--- src/rtl/cmd_pkg.sv ---
// Shared command-link definitions: opcodes, transmitter states and default baud divisor.
package cmd_pkg;

  localparam logic [1:0] CMD_GO   = 2'b01;
  localparam logic [1:0] CMD_STOP = 2'b00;

  localparam int unsigned BAUD_DIV_DEFAULT = 2604;

  typedef enum logic [1:0] {IDLE, START, DATA, STOP} tx_state_e;

  function automatic logic [7:0] encode_cmd(input logic [1:0] op, input logic [5:0] payload);
    return {op, payload};
  endfunction

endpackage

--- src/rtl/uart_tx_core.sv ---
// 8N1 UART transmitter: shifter, baud counter, bit counter and frame FSM.
module uart_tx_core
  import cmd_pkg::*;
#(
  parameter int unsigned BAUD_DIV = BAUD_DIV_DEFAULT
) (
  input  logic       clk,
  input  logic       rst_n,
  input  logic       trmt,
  input  logic [7:0] tx_data,
  output logic       TX,
  output logic       tx_done,
  output logic       idle,
  output logic       ready
);

  localparam logic [11:0] BAUD_LAST = 12'(BAUD_DIV - 1);

  tx_state_e   state;
  logic [11:0] baud_cnt;
  logic [2:0]  bit_cnt;
  logic [7:0]  shift;
  logic        baud_end;

  assign baud_end = (baud_cnt == BAUD_LAST);
  assign idle     = (state == IDLE);
  // ready marks the cycles where trmt is sampled: idle, or the last clock of the stop bit
  assign ready    = idle | ((state == STOP) & baud_end);

  always_ff @(posedge clk or negedge rst_n) begin
    if (!rst_n) begin
      state    <= IDLE;
      baud_cnt <= '0;
      bit_cnt  <= '0;
      shift    <= '0;
      TX       <= 1'b1;
      tx_done  <= 1'b0;
    end else begin
      tx_done  <= 1'b0;
      baud_cnt <= (idle || baud_end) ? '0 : baud_cnt + 12'd1;
      case (state)
        IDLE: if (trmt) begin
          shift <= tx_data;
          TX    <= 1'b0;
          state <= START;
        end
        START: if (baud_end) begin
          TX      <= shift[0];
          bit_cnt <= '0;
          state   <= DATA;
        end
        DATA: if (baud_end) begin
          if (bit_cnt == 3'd7) begin
            TX    <= 1'b1;
            state <= STOP;
          end else begin
            shift   <= {1'b0, shift[7:1]};
            TX      <= shift[1];
            bit_cnt <= bit_cnt + 3'd1;
          end
        end
        STOP: if (baud_end) begin
          tx_done <= 1'b1;
          if (trmt) begin
            shift <= tx_data;
            TX    <= 1'b0;
            state <= START;
          end else begin
            state <= IDLE;
          end
        end
        default: state <= IDLE;
      endcase
    end
  end

endmodule

--- src/rtl/cmd_tx.sv ---
// Command transmitter: encodes GO/STOP requests, buffers one request and feeds the UART core.
module cmd_tx
  import cmd_pkg::*;
#(
  parameter int unsigned BAUD_DIV = BAUD_DIV_DEFAULT,
  parameter bit          HOLD_EN  = 1'b1
) (
  input  logic       clk,
  input  logic       rst_n,
  input  logic       send_go,
  input  logic       send_stop,
  input  logic [5:0] dest_ID,
  output logic       TX,
  output logic       busy,
  output logic       tx_done,
  output logic       ovrflw,
  output logic [7:0] last_cmd
);

  logic [7:0] req_byte, hold_byte, core_data;
  logic       req_valid, hold_valid, hold_next;
  logic       direct, capture, core_trmt, core_idle, core_ready;

  always_comb begin
    req_valid = send_go | send_stop;
    req_byte  = send_stop ? encode_cmd(CMD_STOP, 6'h00) : encode_cmd(CMD_GO, dest_ID);
    direct    = core_idle & ~hold_valid & req_valid;
    // hold state is judged before this cycle's hand-off, so a full hold drops the request
    capture   = HOLD_EN & req_valid & ~direct & ~hold_valid;
    core_trmt = hold_valid | direct;
    core_data = hold_valid ? hold_byte : req_byte;
    hold_next = capture | (hold_valid & ~core_ready);
  end

  uart_tx_core #(.BAUD_DIV(BAUD_DIV)) u_core (
    .clk     (clk),
    .rst_n   (rst_n),
    .trmt    (core_trmt),
    .tx_data (core_data),
    .TX      (TX),
    .tx_done (tx_done),
    .idle    (core_idle),
    .ready   (core_ready)
  );

  always_ff @(posedge clk or negedge rst_n) begin
    if (!rst_n) begin
      hold_byte  <= '0;
      hold_valid <= 1'b0;
      ovrflw     <= 1'b0;
      last_cmd   <= '0;
      busy       <= 1'b0;
    end else begin
      if (capture) hold_byte <= req_byte;
      hold_valid <= hold_next;
      ovrflw     <= req_valid & ~direct & ~capture;
      if (core_ready & core_trmt) last_cmd <= core_data;
      busy       <= ~(core_ready & ~core_trmt) | hold_next;
    end
  end

endmodule

--- config.mk ---
export PLATFORM = sky130hd
export DESIGN_NAME = cmd_tx
export DESIGN_NICKNAME = d
export VERILOG_FILES = /design/src/rtl/cmd_pkg.sv /design/src/rtl/uart_tx_core.sv /design/src/rtl/cmd_tx.sv
export SDC_FILE = /design/constraint.sdc
export NUM_CORES = 1
export LEC_CHECK = 0
export ABC_AREA = 1
export CAP_MARGIN = 0
export CORE_MARGIN = 5
export CORE_UTILIZATION = 30
export CTS_BUF_LIST = sky130_fd_sc_hd__clkbuf_4 sky130_fd_sc_hd__clkbuf_8 sky130_fd_sc_hd__clkbuf_16
export CTS_CLUSTER_SIZE = 12
export DETAILED_ROUTE_END_ITERATION = 10
export MAX_ROUTING_LAYER = met4
export PLACE_DENSITY_LB_ADDON = 0.2
export SLEW_MARGIN = 25
export SYNTH_ARGS = -nofsm -noshare
export SYNTH_HDL_FRONTEND = slang
export SYNTH_SLANG_ARGS = --single-unit
--- constraint.sdc ---
create_clock -name clk -period 3.6 [get_ports clk]
set_input_delay 0.54 -clock clk [delete_from_list [all_inputs] [get_ports clk]]
set_output_delay 0.54 -clock clk [all_outputs]
set_load 0.01 [all_outputs]
==> key figures <==
Floorplan
  • Initial Util: 0.3047
  • Die Ht: 95.14 um
  • FP Rows: 31
  • IO Pins: 22
  • Core area: 7137 um^2
  • Chip width: 95.14 um
  • Die ar.: 9052 um^2

Critical path
  • Crit start category: flip-flop
  • CP bufs+invs: 2
  • Reg-to-reg critical path endpoint: u_core.shift[1]$_DFFE_PN0P_
  • Setup slack, reg-to-reg: 1.49 ns
  • Max FO, Critical Path: 15
  • Worst endpoint required time: 3.79 ns
  • Slowest Stage Delay on Critical Path: just under 0.5 ns
  • Slowest stage cell, crit path: ha_1
  • CP Capture Type: flip-flop
  • Critical R2R Launch: u_core.state[0]$_DFFE_PN0P_
  • Most used cell, CP: nand2_1
  • Family with the most delay on the worst path: simple AND/OR/NAND/NOR gates
  • Worst-path cell chain: inv_1, ha_1, inv_2, or2_1, a21oi_4, nand2_4, nand2_1, nand2_1
  • Crit path kind: reg2reg
  • Critical Path AT: 2.30 ns
  • R2R depth: 8

Route
  • Iter 0 DRT Violations: 72
  • Post-route ant nets: 0
  • Routed vias: 1796
  • Total Routed Length: about 4.7 mm
  • Via-to-Cell Ratio: roughly 4.5
  • DRC viols: 0
  • Routed length per placed instance: approximately 12 um
  • Pre-antenna DRT Iters: 4

Global route
  • GRT overflow: 0
  • Initial antenna violation count: 0
  • Gr usage total: 0.1194
  • Largest net degree at the start of global routing: 44
  • First-pass GRT wire length: 8.190 mm
  • Vias in the first global route: 1701

Timing
  • Hold Violations, Final: 0
  • Fin crit share: 0.5867
  • Setup TNS: 0 ns
  • Worst slew margin: 0.6346
  • Clock skew: 0.008153 ns
  • Min cycle time layout: 2.112 ns
  • Tightest Pin Transition: roughly 0.55 ns
  • Unrepaired setup endpoints after global routing: no
  • Fmax achieved: 0.4735 GHz
  • Final setup vio count: 0
  • Final Max Tran Viols: 0

Clock tree
  • Post-CTS Setup Inserts: 0
  • Register clock-pin slew on the reported worst setup and hold paths: ~0.080 ns
  • Resized cells post-CTS: 0
  • Clock H-tree levels: 2
  • CTS Buf Count: 5
  • CTS root buffer: clkbuf_8
  • Clk sinks: 43
  • Max Root-Sink Buffers: 2
  • # hold bufs at CTS: 0
  • Worst-Skew Late Latency: between 0.2 and 0.3 ns
  • TritonCTS clock tree: yes

Final layout
  • N_diodes: 0
  • Share of cells above drive strength 1: 0.05941
  • Fillcell total: approximately 800
  • Nets: 320
  • Area growth from synthesis to layout: 19.10%

Worst hold path
  • Hold Crit Class: in2async

Logic synthesis
  • Mapped Area: 2175 um^2
  • Library cells used by synthesis: 24
  • Top cells by area, synth: dfrtp_1, nand2_1, nand3_1
  • Post-synth ARST share: 1.000
  • Yosys warns: 0
  • Mapped Avg Cell Area: 7.766 um^2
  • Area share of the largest cell type after synthesis: 0.4833
  • Syn Inst Count: 280
  • Synth Register Bits: between 40 and 50
  • Count leader, synth: nand2_1
  • Seq/Total Area, Yosys: 0.4954
  • Top cell type by total area after synthesis: dfrtp_1
  • Most frequent cells after synthesis: nand2_1, dfrtp_1, nand3_1, nor2_1, o21ai_0
  • Most used DFF post-synth: dfrtp_1
  • Count of flip-flops with a built-in enable after synthesis: 0
  • Synth Net Count: a little under 300

Power and ir drop
  • Tot Pwr: 1.020 mW
  • VDD IR-drop max: 0.1819 mV
  • Power Dens Cells: 393.9 nW/um^2
  • Static leakage: 1.245 nW

Placed design
  • GP Congestion: 0.7932
  • Post-DP HPWL: 3.440 mm
  • I/O Buffers: 20

Run
  • Max-Cap Viols: 0

Outcome
  • Result of the run: finished clean
-- worst register-to-register path: cells and delay by family (launching register included) --
family | cells | cell delay, ns
compound gates | 1 | 0.29
fa+ha+maj | 1 | 0.49
buf+inv | 2 | 0.28
flops | 1 | 0.43
simple gates | 4 | 0.52
-- layout by cell type (no fill, tap or decap), drive strengths merged --
cell           count
a21oi              7
and3               1
buf                1
bufinv             1
clkbuf             6
clkdlybuf4s50     19
clkinv             1
conb               1
dfrtp             42
dfstp              1
ha                 8
inv               23
nand2            104
nand3             26
nor2              25
nor3               7
nor3b              2
o21ai             24
or2                2
xor2               2
-- state kept, by name (all words and copies together), names as in the netlist, 2 cells and up --
| name | count |
|---|---|
| u_core.bit_cnt | 3 |
| u_core.state | 2 |
| u_core.baud_cnt | 12 |
| last_cmd | 7 |
| u_core.shift | 7 |
| hold_byte | 7 |
-- worst max path at each step --
stage	start	endpoint	cells after the start	slack, ns
floorplan	u_core.state[0]$_DFFE_PN0P_	u_core.shift[0]$_DFFE_PN0P_	8	1.92
global placement	send_stop	last_cmd[5]$_DFFE_PN0P_	8	1.39
detailed placement	send_stop	last_cmd[5]$_DFFE_PN0P_	8	1.36
CTS	u_core.state[0]$_DFFE_PN0P_	u_core.shift[3]$_DFFE_PN0P_	8	1.49
global route	u_core.state[0]$_DFFE_PN0P_	u_core.shift[1]$_DFFE_PN0P_	8	1.29
finish	u_core.state[0]$_DFFE_PN0P_	u_core.shift[1]$_DFFE_PN0P_	8	1.49
-- stage by stage --
step	hold slack [ns]	cells	cell area [um^2]	setup slack, ns	utilization
floorplan	0.2444	280	2175	1.916	-
global placement	0.4554	394	2470	1.388	0.3461
detailed placement	0.4582	394	2470	1.362	0.3461
CTS	0.4424	402	2587	1.490	0.3626
global route	0.2811	402	2590	1.290	0.3629
finish	0.2284	402	2590	1.488	0.3629
-- kinds of logic after synthesis --
group                      after synthesis  synth area share
and+or+nand+nor                        167            0.3199
DFF                                     43            0.4954
AOI/OAI and AO/OA                       31           0.07825
buffers and inverters                   28           0.05063
adders and majority gates                8           0.04603
xor gates and xnor gates                 2          0.008057
other                                    1          0.001724
-- per-layer routing --
metal | wire length, um | global-route usage | share of wire | vias up
met3 | 143 | 0.02762 | 0.030 | 4
met5 | 0 | - | 0 | -
met1 | 2416 | 0.1616 | 0.51 | 834
met4 | 63 | 0.03966 | 0.013 | 0
met2 | 2081 | 0.1761 | 0.44 | 26
li1 | - | - | - | 932
-- where the power goes --
group / leakage (nW) / switching (mW) / internal [mW]
clock: 0.0612 / 0.166 / 0.225
combinational: 0.635 / 0.0633 / 0.0408
sequential: 0.549 / 0.0157 / 0.509
-- cell type report --
| type | instances | area, um^2 | area share |
|---|---|---|---|
| Tap cell | 99 | 123.9 | 0.04783 |
| Sequential cell | 43 | 1077 | 0.4159 |
| Inverter | 23 | 86.33 | 0.03333 |
| Multi-Input combinational cell | 209 | 987.2 | 0.3812 |
| Timing Repair Buffer | 20 | 197.7 | 0.07633 |
| Clock buffer | 6 | 82.58 | 0.03188 |
| Clock inverter | 2 | 35.03 | 0.01353 |
Note: power is estimated with default switching activity, not from simulation.
